===== src/rtl/word_packer.sv =====
// word_packer: packs RATIO consecutive SIZEDATA-bit words into one wide beat with per-lane keep bits.
// Latency: a completing word accepted at edge N is presented with valid_o=1 in cycle N+1.
// Backpressure: ready_o follows ready_i combinationally while a beat is held; optional idle flush via WORD_PACKER_TIMEOUT_EN.
module word_packer #(
  parameter int SIZEDATA = 32,
  parameter int RATIO    = 4,
  parameter int TIMEOUT  = 16
) (
  input  logic                      clk_i,
  input  logic                      rst_i,
  input  logic                      valid_i,
  input  logic [SIZEDATA-1:0]       data_i,
  input  logic                      last_i,
  output logic                      ready_o,
  output logic                      valid_o,
  output logic [SIZEDATA*RATIO-1:0] data_o,
  output logic [RATIO-1:0]          keep_o,
  output logic                      last_o,
  input  logic                      ready_i
);

  localparam int CW = (RATIO > 1) ? $clog2(RATIO) : 1;
  // Assembly holds lanes 0..RATIO-2; the final lane goes straight to the output register.
  localparam int AL = (RATIO > 1) ? RATIO - 1 : 1;
  localparam logic [CW-1:0] LAST_LANE = CW'(RATIO - 1);

  if (RATIO < 1 || TIMEOUT < 1) begin : g_param_check
    $error("word_packer: RATIO and TIMEOUT must be >= 1");
  end

  logic [CW-1:0]              cnt;
  logic [SIZEDATA-1:0]        asm_data [AL];
  logic [AL-1:0]              asm_keep;
  logic                       accept;
  logic                       complete;
  logic                       out_xfer;
  logic                       flush;
  logic [SIZEDATA*RATIO-1:0]  beat_data;
  logic [RATIO-1:0]           beat_keep;

  // The output register is always free when a word is accepted.
  assign ready_o  = !rst_i && (!valid_o || ready_i);
  assign accept   = valid_i && ready_o;
  assign out_xfer = valid_o && ready_i;
  assign complete = accept && (last_i || cnt == LAST_LANE);

  // Candidate beat: assembled lanes plus the incoming word in lane cnt; unfilled lanes stay zero.
  always_comb begin
    beat_data = '0;
    beat_keep = '0;
    for (int k = 0; k < RATIO - 1; k++) begin
      beat_data[k*SIZEDATA +: SIZEDATA] = asm_data[k];
      beat_keep[k]                      = asm_keep[k];
    end
    if (accept) begin
      for (int k = 0; k < RATIO; k++) begin
        if (cnt == CW'(k)) begin
          beat_data[k*SIZEDATA +: SIZEDATA] = data_i;
          beat_keep[k]                      = 1'b1;
        end
      end
    end
  end

`ifdef WORD_PACKER_TIMEOUT_EN
  localparam int IW = $clog2(TIMEOUT + 1);
  logic [IW-1:0] idle;

  // Count idle cycles while a partial beat is waiting; saturate at TIMEOUT.
  always_ff @(posedge clk_i) begin
    if (rst_i) begin
      idle <= '0;
    end else if (accept) begin
      idle <= '0;
    end else if (cnt != '0 && idle != IW'(TIMEOUT)) begin
      idle <= idle + 1'b1;
    end
  end

  // A word arriving in the same cycle takes priority over the flush.
  assign flush = !accept && (cnt != '0) && (idle == IW'(TIMEOUT)) && (!valid_o || ready_i);
`else
  assign flush = 1'b0;
`endif

  // Output register and lane assembly.
  always_ff @(posedge clk_i) begin
    if (rst_i) begin
      valid_o  <= 1'b0;
      data_o   <= '0;
      keep_o   <= '0;
      last_o   <= 1'b0;
      cnt      <= '0;
      asm_keep <= '0;
      for (int k = 0; k < AL; k++) asm_data[k] <= '0;
    end else if (complete || flush) begin
      data_o   <= beat_data;
      keep_o   <= beat_keep;
      last_o   <= complete && last_i;
      valid_o  <= 1'b1;
      cnt      <= '0;
      asm_keep <= '0;
      for (int k = 0; k < AL; k++) asm_data[k] <= '0;
    end else begin
      if (out_xfer) valid_o <= 1'b0;
      if (accept) begin
        for (int k = 0; k < RATIO - 1; k++) begin
          if (cnt == CW'(k)) begin
            asm_data[k] <= data_i;
            asm_keep[k] <= 1'b1;
          end
        end
        cnt <= cnt + 1'b1;
      end
    end
  end

endmodule

===== config.mk =====
export PLATFORM = sky130hd
export DESIGN_NAME = word_packer
export DESIGN_NICKNAME = d
export VERILOG_FILES = /design/src/rtl/word_packer.sv
export SDC_FILE = /design/constraint.sdc
export NUM_CORES = 1
export LEC_CHECK = 0
export BUFFER_PORTS_ARGS = -buffer_cell sky130_fd_sc_hd__buf_4
export CAP_MARGIN = 5
export CORE_MARGIN = 4
export CORE_UTILIZATION = 55
export DETAILED_ROUTE_END_ITERATION = 6
export GPL_TIMING_DRIVEN = 1
export PLACE_DENSITY = 0.83
export SLEW_MARGIN = 15
export SYNTH_ARGS = -nofsm -noshare
export SYNTH_HDL_FRONTEND = slang
export SYNTH_SLANG_ARGS = --single-unit

===== constraint.sdc =====
create_clock -name clk_i -period 3.1 [get_ports clk_i]
set_input_delay 0.465 -clock clk_i [delete_from_list [all_inputs] [get_ports clk_i]]
set_output_delay 0.465 -clock clk_i [all_outputs]
set_load 0.1 [all_outputs]

==> results.py <==
metrics = {
    "final_layout": {
        "n_antenna_cell": 0,
        "fin_cells": 1098,
        "final_nets": 903,
        "fin_area_um2": 11500,
        "drive_above_1_share_pct": 34.1,
        "syn_to_final_growth_pct": 23.6,
    },
    "global_routing": {
        "grt_overflow": 0,
        "grt_pass1_wl_um": 35500,
        "antenna_found_initial": 0,
        "grt_pass1_vias": 6785,
        "grt_max_degree": 107,
        "track_usage_pct": 23.4,
    },
    "timing": {
        "finalSetupViolations": 0,
        "post-route-period-util_pct": 74.7,
        "rsz0062_at_grt": "no",
        "clock_skew_ps": 9.85,
        "hold_viol_final": 0,
        "worst_slew_pin_slew_ps": 1090,
        "max_slew_margin_pct": 27.5,
        "fin_crit_ps": 2320,
        "fmaxAchievable_ghz": 0.432,
        "drv_slew": 0,
        "fin_setup_tns_ps": 0,
        "setup_slack_ps": 785,
        "whs_ps": 218,
    },
    "placed_design": {
        "place_hpwl_um": 15100,
        "placed_cells_incl_taps": 1057,
        "place_area_um2": 10700,
        "pre_cts_ws_ps": 733,
        "place_congestion": 0.767,
        "portBuffers": 171,
    },
    "route": {
        "wl_um": 22800,
        "vias": 6852,
        "vias_per_cell": 6.24,
        "wire_per_inst_um": 20.7,
        "drt_iter0_drc": 515,
        "first_pass_iters": 6,
        "drc": 0,
        "ant_nets": 0,
    },
    "worst_setup_path": {
        "path_common_cell": "buf_4",
        "endpoint_kind": "register",
        "critPathMaxStageDelay_ps": 410,
        "path_max_fanout": 33,
        "startpoint_type": "register",
        "crit_family": "buffers and inverters",
        "crit_arrival_ps": 2550,
        "crit_slowest_cell": "buf_4",
        "cp.buffers_inverters": 2,
        "crit_required_ps": 3330,
        "cp_cell_sequence": "ha_1 > or2_2 > a31oi_4 > buf_4 > nand2_2 > buf_4",
        "path_class": "reg2reg",
    },
    "synth": {
        "synthDistinctLibCells": 30,
        "avgSynthCellArea_um2": 12.9,
        "ys_seq_elements": 235,
        "synth_top_flop_cell": "dfxtp_1",
        "ys_seq_area_share_pct": 61.1,
        "syn_nets": 762,
        "postSynthCellCount": 721,
        "synthArstFlopShare_pct": 0,
        "synth_edf_count": 96,
        "synth_area_um2": 9270,
        "ys_warn_count": 0,
    },
    "die": {
        "num_rows": 47,
        "die-height_um": 138,
        "die-area_um2": 19000,
        "start_util_pct": 56.1,
        "io_pins": 172,
        "coreArea_um2": 16500,
        "die_w_um": 138,
    },
    "power": {
        "netSwitchingPower_mw": 1.98,
        "switching_share_pct": 27.3,
        "clock_power_share_pct": 37.7,
        "ir_worst_vdd_uv": 425,
        "combPwrFrac_pct": 14.8,
        "seqPwrFrac_pct": 47.6,
        "p_int_mw": 5.26,
        "powerDensity_nw_per_um2": 632,
        "power.leakage_nw": 4.74,
    },
    "clock_network": {
        "numCtsBuffers": 23,
        "post_cts_buffers": 0,
        "clock-sinks": 235,
        "insertion_delay_ps": 500,
        "cts_max_level": 1,
        "cts_hold_buffers": 0,
        "clock_path_buffers": 3,
        "post_cts_resized": 0,
        "clockRootBuffer": "clkbuf_16",
        "tritoncts": "built",
        "clkTransAtPathRegs_ps": 60,
    },
    "job": {
        "maxCapViolCount": 0,
    },
    "worst_hold_path": {
        "hp-class": "in2reg",
    },
    "outcome": {
        "status": "complete, no violations",
    },
}
==> cell families (layout without fill, tap and decap cells) <==
kind of cell | Yosys count | in the layout | share of synthesized area (%)
flip-flops | 235 | 235 | 61.1
AND/OR/NAND/NOR | 155 | 155 | 10.2
AO/OA/AOI/OAI | 143 | 143 | 13.3
multiplexers | 96 | 96 | 10.4
buffers and inverters | 88 | 245 | 4.43
adder cells (fa/ha/maj) | 4 | 4 | 0.540
==> per-layer routing <==
layer | GRT usage [%] | wire [µm]
met5 | 0 | 0
met4 | 6.53 | 426
met1 | 30.4 | 9230
met2 | 40.0 | 11300
met3 | 4.67 | 1810
==> stage by stage <==
stage	total power, mW	util, %
2_1_floorplan	4.29	-
4_1_cts	7.28	69.4
3_5_place_dp	4.58	64.8
3_3_place_gp	4.55	64.8
5_1_grt	7.48	69.4
6_report	7.24	69.4
==> cells in the mapped netlist (2+ instances only) <==
master / number / area [µm²]
dfxtp_1: 139 / 2780
buf_1: 3 / 11.3
o21ai_0: 3 / 15.0
a31o_1: 49 / 429
edfxtp_1: 96 / 2880
clkbuf_1: 42 / 158
nand2b_1: 2 / 12.5
mux2i_1: 96 / 961
and3_1: 32 / 200
a32o_1: 5 / 50.1
a22o_1: 27 / 236
a31o_2: 52 / 455
nand2_1: 4 / 15.0
buf_6: 5 / 56.3
a21oi_1: 6 / 30.0
nor4_1: 99 / 619
buf_2: 31 / 155
nor2b_1: 2 / 12.5
inv_1: 5 / 18.8
ha_1: 4 / 50.1
nor2_1: 5 / 18.8
nand3_1: 6 / 30.0
==> worst reg2reg max path, cell delays in order, from the launching register on <==
cell and delay [ps]:
dfxtp_1 340, ha_1 270, or2_2 380, a31oi_4 240, buf_4 410, nand2_2 150, buf_4 250
==> final cells by class <==
class	count	area, µm²
clock inverters	9	68.8
multi-input cells	398	3250
well taps	220	275
repair buffers	198	1500
fillers	1098	5060
flip-flops and latches	235	5670
inverters	6	23.8
clock buffers	32	683
==> final timing paths <==
| kind | startpoint | end | slack [ps] | cells past startpoint |
|---|---|---|---|---|
| worst max-delay path | cnt[0] | asm_data[0][66] | 780 | 6 |
| worst min-delay path | data_i[27] | data_o[123] | 220 | 2 |
| worst max register to register | cnt[0] | asm_data[0][66] | 780 | 6 |
| worst min register to register | asm_keep[2] | asm_keep[2] | 460 | 2 |
==> power groups by stage <==
stage	Combinational (mW)	Sequential [mW]	Clock [mW]
3_5_place_dp	1.07	3.51	0
4_1_cts	1.07	3.44	2.76
2_1_floorplan	0.329	3.96	0
6_report	1.07	3.44	2.73
3_3_place_gp	1.05	3.50	0
5_1_grt	1.12	3.46	2.91
==> flip-flops by register name, summed over array words and instances (netlist names) <==
register	cells
data_o	128
asm_data	96
keep_o	4
asm_keep	3
cnt	2
last_o	1
valid_o	1
==> layout by cell type (no fill, tap or decap), types with 3 or more instances in the layout <==
cell type	netlist	final
clkbuf_16	0	26
nor2_1	5	4
clkinv_2	0	8
and3_1	32	32
a31o_2	52	52
a21oi_1	6	6
a22o_1	27	27
dfxtp_1	139	139
a32o_1	5	5
buf_4	1	197
nand2_2	0	3
nor4_1	99	99
mux2i_1	96	96
nand3_1	6	6
clkbuf_1	42	5
a31o_1	49	49
inv_1	5	5
ha_2	0	3
edfxtp_1	96	96
o21ai_0	3	3
No activity file was read; power rests on OpenSTA's default activity.
